### src/rtl/l2_port_arbiter.sv
// Request-port arbiter for the L2 cache: picks one of four L1-side sources,
// registers its request onto the L2 port, and returns a one-cycle ack on completion.
module l2_port_arbiter #(
    parameter int ADDR_WIDTH  = 32,
    parameter int LINE_WIDTH  = 64,
    parameter int WB_MAX_WAIT = 15
) (
    input  logic                  clk_l2,
    input  logic                  rst_n,
    input  logic                  inst_req,
    input  logic [ADDR_WIDTH-1:0] inst_addr,
    input  logic                  data_req,
    input  logic [ADDR_WIDTH-1:0] data_addr,
    input  logic                  dirty_req,
    input  logic [ADDR_WIDTH-1:0] dirty_addr,
    input  logic [LINE_WIDTH-1:0] dirty_wdata,
    input  logic                  wb_req,
    input  logic [ADDR_WIDTH-1:0] wb_addr,
    input  logic [LINE_WIDTH-1:0] wb_wdata,
    input  logic                  full_flag,
    output logic                  inst_ack,
    output logic                  data_ack,
    output logic                  dirty_ack,
    output logic                  wb_ack,
    output logic                  l2_req,
    output logic                  l2_write,
    output logic [1:0]            l2_src,
    output logic [ADDR_WIDTH-1:0] l2_addr,
    output logic [LINE_WIDTH-1:0] l2_wdata,
    input  logic                  l2_done,
    output logic                  busy
);

    localparam int WW = $clog2(WB_MAX_WAIT + 1);
    localparam logic [WW-1:0] WB_MAX = WW'(WB_MAX_WAIT);

    localparam logic [1:0] SRC_INST  = 2'd0;
    localparam logic [1:0] SRC_DATA  = 2'd1;
    localparam logic [1:0] SRC_DIRTY = 2'd2;
    localparam logic [1:0] SRC_WB    = 2'd3;

    typedef enum logic [1:0] {
        ST_IDLE = 2'd0,
        ST_BUSY = 2'd1,
        ST_ACK  = 2'd2
    } state_t;

    state_t                state_q, state_d;
    logic [1:0]            src_q, src_d;
    logic [ADDR_WIDTH-1:0] addr_q, addr_d;
    logic [LINE_WIDTH-1:0] wdata_q, wdata_d;
    logic                  write_q, write_d;
    logic                  req_q, req_d;
    logic                  busy_q, busy_d;
    logic [3:0]            ack_q, ack_d;
    logic                  rr_data_last_q, rr_data_last_d;
    logic [WW-1:0]         wb_wait_q, wb_wait_d;

    logic                  any_req_s;
    logic                  wb_urgent_s;
    logic                  wb_granted_s;
    logic [1:0]            win_src_s;
    logic [ADDR_WIDTH-1:0] win_addr_s;
    logic [LINE_WIDTH-1:0] win_wdata_s;

    // Winner selection: dirty, then urgent wb, then inst/data round-robin, then wb.
    always_comb begin
        any_req_s   = inst_req | data_req | dirty_req | wb_req;
        wb_urgent_s = wb_req & (full_flag | (wb_wait_q == WB_MAX));
        if (dirty_req) begin
            win_src_s = SRC_DIRTY;
        end else if (wb_urgent_s) begin
            win_src_s = SRC_WB;
        end else if (inst_req && data_req) begin
            win_src_s = rr_data_last_q ? SRC_INST : SRC_DATA;
        end else if (inst_req) begin
            win_src_s = SRC_INST;
        end else if (data_req) begin
            win_src_s = SRC_DATA;
        end else if (wb_req) begin
            win_src_s = SRC_WB;
        end else begin
            win_src_s = SRC_INST;
        end
    end

    // Address / payload mux for the selected source; reads carry a zero payload.
    always_comb begin
        case (win_src_s)
            SRC_INST: begin
                win_addr_s  = inst_addr;
                win_wdata_s = {LINE_WIDTH{1'b0}};
            end
            SRC_DATA: begin
                win_addr_s  = data_addr;
                win_wdata_s = {LINE_WIDTH{1'b0}};
            end
            SRC_DIRTY: begin
                win_addr_s  = dirty_addr;
                win_wdata_s = dirty_wdata;
            end
            SRC_WB: begin
                win_addr_s  = wb_addr;
                win_wdata_s = wb_wdata;
            end
            default: begin
                win_addr_s  = {ADDR_WIDTH{1'b0}};
                win_wdata_s = {LINE_WIDTH{1'b0}};
            end
        endcase
    end

    // Write-buffer starvation counter; a wb transaction in flight counts as granted.
    always_comb begin
        if (state_q == ST_IDLE) begin
            wb_granted_s = any_req_s && (win_src_s == SRC_WB);
        end else begin
            wb_granted_s = (src_q == SRC_WB);
        end
        if (!wb_req || wb_granted_s) begin
            wb_wait_d = {WW{1'b0}};
        end else if (wb_wait_q != WB_MAX) begin
            wb_wait_d = wb_wait_q + WW'(1);
        end else begin
            wb_wait_d = wb_wait_q;
        end
    end

    // FSM next state; output registers are loaded from the transition itself.
    always_comb begin
        state_d        = state_q;
        src_d          = src_q;
        addr_d         = addr_q;
        wdata_d        = wdata_q;
        write_d        = write_q;
        req_d          = req_q;
        busy_d         = busy_q;
        ack_d          = 4'b0000;
        rr_data_last_d = rr_data_last_q;
        case (state_q)
            ST_IDLE: begin
                if (any_req_s) begin
                    state_d = ST_BUSY;
                    src_d   = win_src_s;
                    addr_d  = win_addr_s;
                    wdata_d = win_wdata_s;
                    write_d = win_src_s[1];
                    req_d   = 1'b1;
                    busy_d  = 1'b1;
                end else begin
                    state_d = ST_IDLE;
                end
            end
            ST_BUSY: begin
                if (l2_done) begin
                    state_d = ST_ACK;
                    req_d   = 1'b0;
                    ack_d   = 4'b0001 << src_q;
                end else begin
                    state_d = ST_BUSY;
                end
            end
            ST_ACK: begin
                state_d = ST_IDLE;
                busy_d  = 1'b0;
                if (!src_q[1]) begin
                    rr_data_last_d = src_q[0];
                end else begin
                    rr_data_last_d = rr_data_last_q;
                end
            end
            default: begin
                state_d = ST_IDLE;
                req_d   = 1'b0;
                busy_d  = 1'b0;
            end
        endcase
    end

    // State and output registers; pointer resets to "data served last".
    always_ff @(posedge clk_l2 or negedge rst_n) begin
        if (!rst_n) begin
            state_q        <= ST_IDLE;
            src_q          <= 2'd0;
            addr_q         <= {ADDR_WIDTH{1'b0}};
            wdata_q        <= {LINE_WIDTH{1'b0}};
            write_q        <= 1'b0;
            req_q          <= 1'b0;
            busy_q         <= 1'b0;
            ack_q          <= 4'b0000;
            rr_data_last_q <= 1'b1;
            wb_wait_q      <= {WW{1'b0}};
        end else begin
            state_q        <= state_d;
            src_q          <= src_d;
            addr_q         <= addr_d;
            wdata_q        <= wdata_d;
            write_q        <= write_d;
            req_q          <= req_d;
            busy_q         <= busy_d;
            ack_q          <= ack_d;
            rr_data_last_q <= rr_data_last_d;
            wb_wait_q      <= wb_wait_d;
        end
    end

    assign l2_req    = req_q;
    assign l2_write  = write_q;
    assign l2_src    = src_q;
    assign l2_addr   = addr_q;
    assign l2_wdata  = wdata_q;
    assign busy      = busy_q;
    assign inst_ack  = ack_q[0];
    assign data_ack  = ack_q[1];
    assign dirty_ack = ack_q[2];
    assign wb_ack    = ack_q[3];

endmodule

### config.mk
export PLATFORM = sky130hd
export DESIGN_NAME = l2_port_arbiter
export DESIGN_NICKNAME = d
export VERILOG_FILES = /design/src/rtl/l2_port_arbiter.sv
export SDC_FILE = /design/constraint.sdc
export NUM_CORES = 1
export LEC_CHECK = 0
export ABC_AREA = 1
export BUFFER_PORTS_ARGS = -buffer_cell sky130_fd_sc_hd__buf_2
export CAP_MARGIN = 20
export CORE_MARGIN = 3
export CORE_UTILIZATION = 30
export DETAILED_ROUTE_END_ITERATION = 6
export SLEW_MARGIN = 10
export SYNTH_ARGS = -nofsm -noshare
export SYNTH_HDL_FRONTEND = slang
export SYNTH_SLANG_ARGS = --single-unit
### constraint.sdc
create_clock -name clk_l2 -period 2.3 [get_ports clk_l2]
set_clock_uncertainty 0.05 [all_clocks]
set_input_delay 0.46 -clock clk_l2 [delete_from_list [all_inputs] [get_ports clk_l2]]
set_output_delay 0.46 -clock clk_l2 [all_outputs]
set_load 0.01 [all_outputs]
# Word-level counts from Yosys, hierarchy flattened
# Index checks and enable logic that the tools add are counted.
# W data, S select, Z words.
[word_totals]
reg_bits = 112
input_bits = 264
word_cells = 63
[classes]
n_addsub = 1
n_eq_ne = 10
shifts = 1
mux = 21
bitwise_logic = 8
n_reduce_logical = 12
[op_table]
columns = ["operator", "count"]
rows = [
  ["$pmux W64 S3", 1],
  ["$pmux W32 S4", 1],
  ["$mux W4", 4],
  ["$mux W2", 7],
  ["$eq A2 B2 Y1 const B", 4],
  ["$reduce_and A2 Y1", 3],
  ["$mux W1", 5],
  ["$add A4 B1 Y4 const B", 1],
  ["$eq A2 B1 Y1 const B", 2],
  ["$eq A4 B4 Y1 const B", 1],
  ["$logic_not A2 Y1", 2],
  ["$ne A2 B2 Y1 const B", 2],
  ["$ne A4 B4 Y1 const B", 1],
  ["$or A1 B1 Y1", 4],
  ["$pmux W2 S2", 1],
  ["$shl A1 B2 Y4 const A", 1],
  ["$not A1 Y1", 3],
  ["$pmux W1 S3", 1],
  ["$reduce_and A3 Y1", 1],
  ["$logic_and A1 B1 Y1", 2],
  ["$pmux W1 S2", 1],
  ["$reduce_bool A2 Y1", 1],
  ["$reduce_or A2 Y1", 1],
  ["$and A1 B1 Y1", 1],
  ["other kinds (2)", 2],
]

# Logic depth before layout (Yosys ltp)
[logic_depth]
word_depth = 11
ltp_mapped = 13

# Worst setup path after synthesis
# Ideal clock, no wire load.
[synth_timing]
kind = "register to register"
start = "register wb_wait_q[0]"
end = "register addr_q[21] (netlist: l2_addr[21])"
setup_time_ps = 117
arrival_time_ps = 1616
required_ps = 2133
slack_ps = 518
path_stages_with_launch = 13
period_less_slack_ps = 1782
path_cell_list = "dfrtp_1 -> ha_1 -> nand3_2 -> nand2_1 -> nand2_1 -> buf_6 -> nand3_2 -> buf_2 -> buf_4 -> nor2_1 -> nor2_1 -> nand2_1 -> nand2_1"
[synth_via]
elab_chain_len = 7
word_cells_on_any_way = 10
cone_classes = "eq/ne: 4; mux: 3; bitwise: 2; reduce/logical: 1"
[synth_rtl]
columns = ["item", "line_no", "rtl"]
rows = [
  ["start, declared", "57", "logic [WW-1:0] wb_wait_q, wb_wait_d;"],
  ["start signal, assigned", "192", "wb_wait_q <= {WW{1'b0}};"],
  ["start signal, assigned", "203", "wb_wait_q <= wb_wait_d;"],
  ["$eq A4 B4 Y1 (*)", "69", "wb_urgent_s = wb_req & (full_flag | (wb_wait_q == WB_MAX));"],
  ["$or A1 B1 Y1 (*)", "69", ""],
  ["$and A1 B1 Y1 (*)", "69", ""],
  ["$mux W2 (*)", "72", "end else if (wb_urgent_s) begin"],
  ["$mux W2 (*)", "70", "if (dirty_req) begin"],
  ["$eq A2 B2 Y1 (tied with other cells)", "89", "case (win_src_s)"],
  ["$pmux W32 S4 (*)", "89", ""],
  ["end signal, assigned", "185", "addr_q <= {ADDR_WIDTH{1'b0}};"],
  ["end signal, assigned", "196", "addr_q <= addr_d;"],
  ["end, declared", "50", "logic [ADDR_WIDTH-1:0] addr_q, addr_d;"],
]
# Mark *: on every way between the ends. The rest lies on a longest branch, timed or not.
# A chain may end at the register's enable or synchronous reset.

# Worst setup path in the final report
[layout_timing]
start = "register wb_wait_q[0]"
end = "register addr_q[27] (netlist: l2_addr[27])"
# The elaborated chain is that of the path after synthesis.

==> out/results.ini <==
[timing]
setup_violations = 0
tightest_slew_ns = 0.735
layout_min_cycle_time_ns = 2.00
rsz0062_at_grt = no
finalHoldViolCount = 0
min_period_over_period = 0.871
slew_headroom = 0.510
maxSlewViolCount = 0
fmax_mhz = 499
final.setup.tns_ns = 0

[synthesis]
synth_ff_type = dfrtp_1
netlist_area_um2 = 5900
yosys_warnings = 0
synth_cell_type_count = 24
syn_inst = 834
synth-edff-count = 0
synth_compound_area_frac = 0.0534
synth_top_area_share = 0.466
synth_area_leaders = dfrtp_1, nand2_1, nand3_1, nor2_1, a21oi_1
post_synth.cell_area_avg_um2 = 7.08
ys_seq_area_frac = 0.471
yosys.area.top_type = dfrtp_1
synth_simple_gate_area_share = 0.401
synth_top_family_by_area = simple AND/OR/NAND/NOR gates
synth_xor_area_frac = 0.00148
async_flop_share = 1.00
ys_ff_latch = 111
synthMuxAreaShare = 0.00191
syn_nets = 1099
synth-adder-area-share = 0.00212

[drt]
routedWlPerCell_um = 15.3
dr.first_iter.drc_count = 359
routed_wl_um = 22200
drcViolationCount = 0
ant_nets = 0
vias_per_cell = 4.63
drt_pass1_iterations = 5
vias = 6683

[global_routing]
grt_pass1_vias = 6535
grt-ovfl-total = 0
grtUsageMet1 = 0.248
grt_first_pass_wirelength_um = 34600
met3_usage = 0.0506
antenna_found_initial = 2
grt_usage = 0.200
use_met2 = 0.329
busiest_layer = met2
grt_max_degree = 134

[placed_design]
io_buffers = 368
gp_routability_congestion = 0.835
place.detailed.hpwl_um = 16600

[setup_path]
worstPathRequired_ns = 2.54
worst-path-max-fanout = 37
max_stage_delay_ns = 0.39
crit_chain = ha_1 > nand3_2 > nand2_1 > nand2_1 > buf_4 > nand2_4 > inv_4 > nor2_4 > buf_12 > nand2_1 > nand2_1 > nand2_1 > nand2_1
critPathSlowestCell = dfrtp_1
cp_common_cell = nand2_1
path_class = reg2reg
arrival_ns = 2.24
end_kind = flop
critPathLaunchType = flop

[cells_and_area]
layout.area.seq_um2 = 2780
fin_nets = 1443
mostFrequentLayoutCells = buf_2, nand2_1, nand3_1
final_util = 0.436
multi_input_area_um2 = 2720
mostFrequentLayoutCell = buf_2
syn_to_final_growth_pct = 40.5
drive_gt1_frac = 0.349
fillers = 2067

[clock_tree]
post_cts_buffers = 0
path_clk_slew_ns = 0.08
cts_max_path_buffers = 2
post_cts_resized = 0
numCtsBuffers = 9
tritoncts = built
holdBufCountCts = 0
insertion_delay_ns = 0.34
cts-root-buf = clkbuf_16
cts_sinks = 111
cts-htree-levels = 3

[floorplan]
die_area_um2 = 21400
die_w_um = 146
initial_utilization = 0.310
ios = 369
die_h_um = 146
rows = 50
coreArea_um2 = 19000

[hold_path]
hp-class = in2async

[outcome]
status = complete, no violations

[power_and_ir_drop]
power_mw = 8.88
leakage_nw = 4.72
irDropWorstVdd_uv = 706
p_per_area_nw_per_um2 = 1070

[job]
max_cap_viol_count = 0

[flip-flops by register name, summed over array words and instances (netlist names)]
register / cells
ack_q: 4
busy: 1
l2_addr: 32
l2_req: 1
l2_src: 2
l2_wdata: 64
rr_data_last_q: 1
state_q: 2
wb_wait_q: 4
[synthesized netlist by cell type (2+ instances only)]
cell type / instances
nand2_1: 309
buf_4: 6
nor3_1: 3
o21ai_0: 23
nor2_1: 112
dfrtp_1: 110
buf_1: 6
inv_2: 2
buf_6: 4
buf_2: 15
clkbuf_1: 23
a21oi_1: 40
nand3_1: 122
nor2_4: 2
inv_1: 32
nand3_2: 2
nand4_1: 16
[metal layers]
layer | part of all wire | wire length [um] | vias up
met5 | 0 | 0 | -
met4 | 0.036 | 789 | 0
met3 | 0.081 | 1790 | 45
met2 | 0.47 | 10400 | 311
met1 | 0.41 | 9160 | 2974
li1 | - | - | 3353
[final cells by class]
class	instances	area share
Multi-Input combinational cell	634	0.328
Clock inverter	4	0.00362
Tap cell	260	0.0392
Antenna cell	1	0.000302
Clock buffer	12	0.0285
Timing Repair Buffer	387	0.249
Inverter	35	0.0161
Sequential cell	111	0.335
[report_power, final]
| part | total (mW) | leakage [nW] | internal [mW] | switching (mW) |
|---|---|---|---|---|
| combinational | 4.10 | 3.22 | 1.58 | 2.52 |
| sequential | 3.30 | 1.37 | 2.83 | 0.465 |
| clock | 1.48 | 0.127 | 0.743 | 0.739 |
[kinds of logic after synthesis]
kind of cell / after synthesis
and+or+nand+nor: 568
xor gates and xnor gates: 1
buffers and inverters: 89
adders and majority gates: 1
AOI/OAI and AO/OA: 63
muxes: 1
DFF: 111
[path summary, 6_finish.rpt]
kind,cells past startpoint,from,end,slack [ns]
min in group clk_l2,3,wb_wdata[14],l2_wdata[14],0.26
setup reg to reg,13,wb_wait_q[0],l2_addr[27],0.30
max in group asynchronous,2,rst_n,rr_data_last_q,1.50
hold reg to reg,2,l2_addr[13],l2_addr[13],0.42
setup / recovery,13,wb_wait_q[0],l2_addr[27],0.30
hold / removal,1,rst_n,l2_addr[24],0.02
[metrics by stage]
step	hold WS, ns	setup WS [ns]	cells	instance area, um2
finish	0.0172	0.296	1444	8290
global placement	0.410	0.353	1427	8020
CTS	0.0271	0.286	1443	8290
global route	0.0538	0.109	1444	8290
detailed placement	0.410	0.300	1427	8020
floorplan	0.114	0.518	834	5900
[critical path, delay by kind of cell, from the launching register on]
family	cells	cell delay, ns
fa+ha+maj	1	0.23
simple gates	9	0.79
buf+inv	3	0.46
flops	1	0.39
Note: power is estimated with default switching activity, not from simulation.
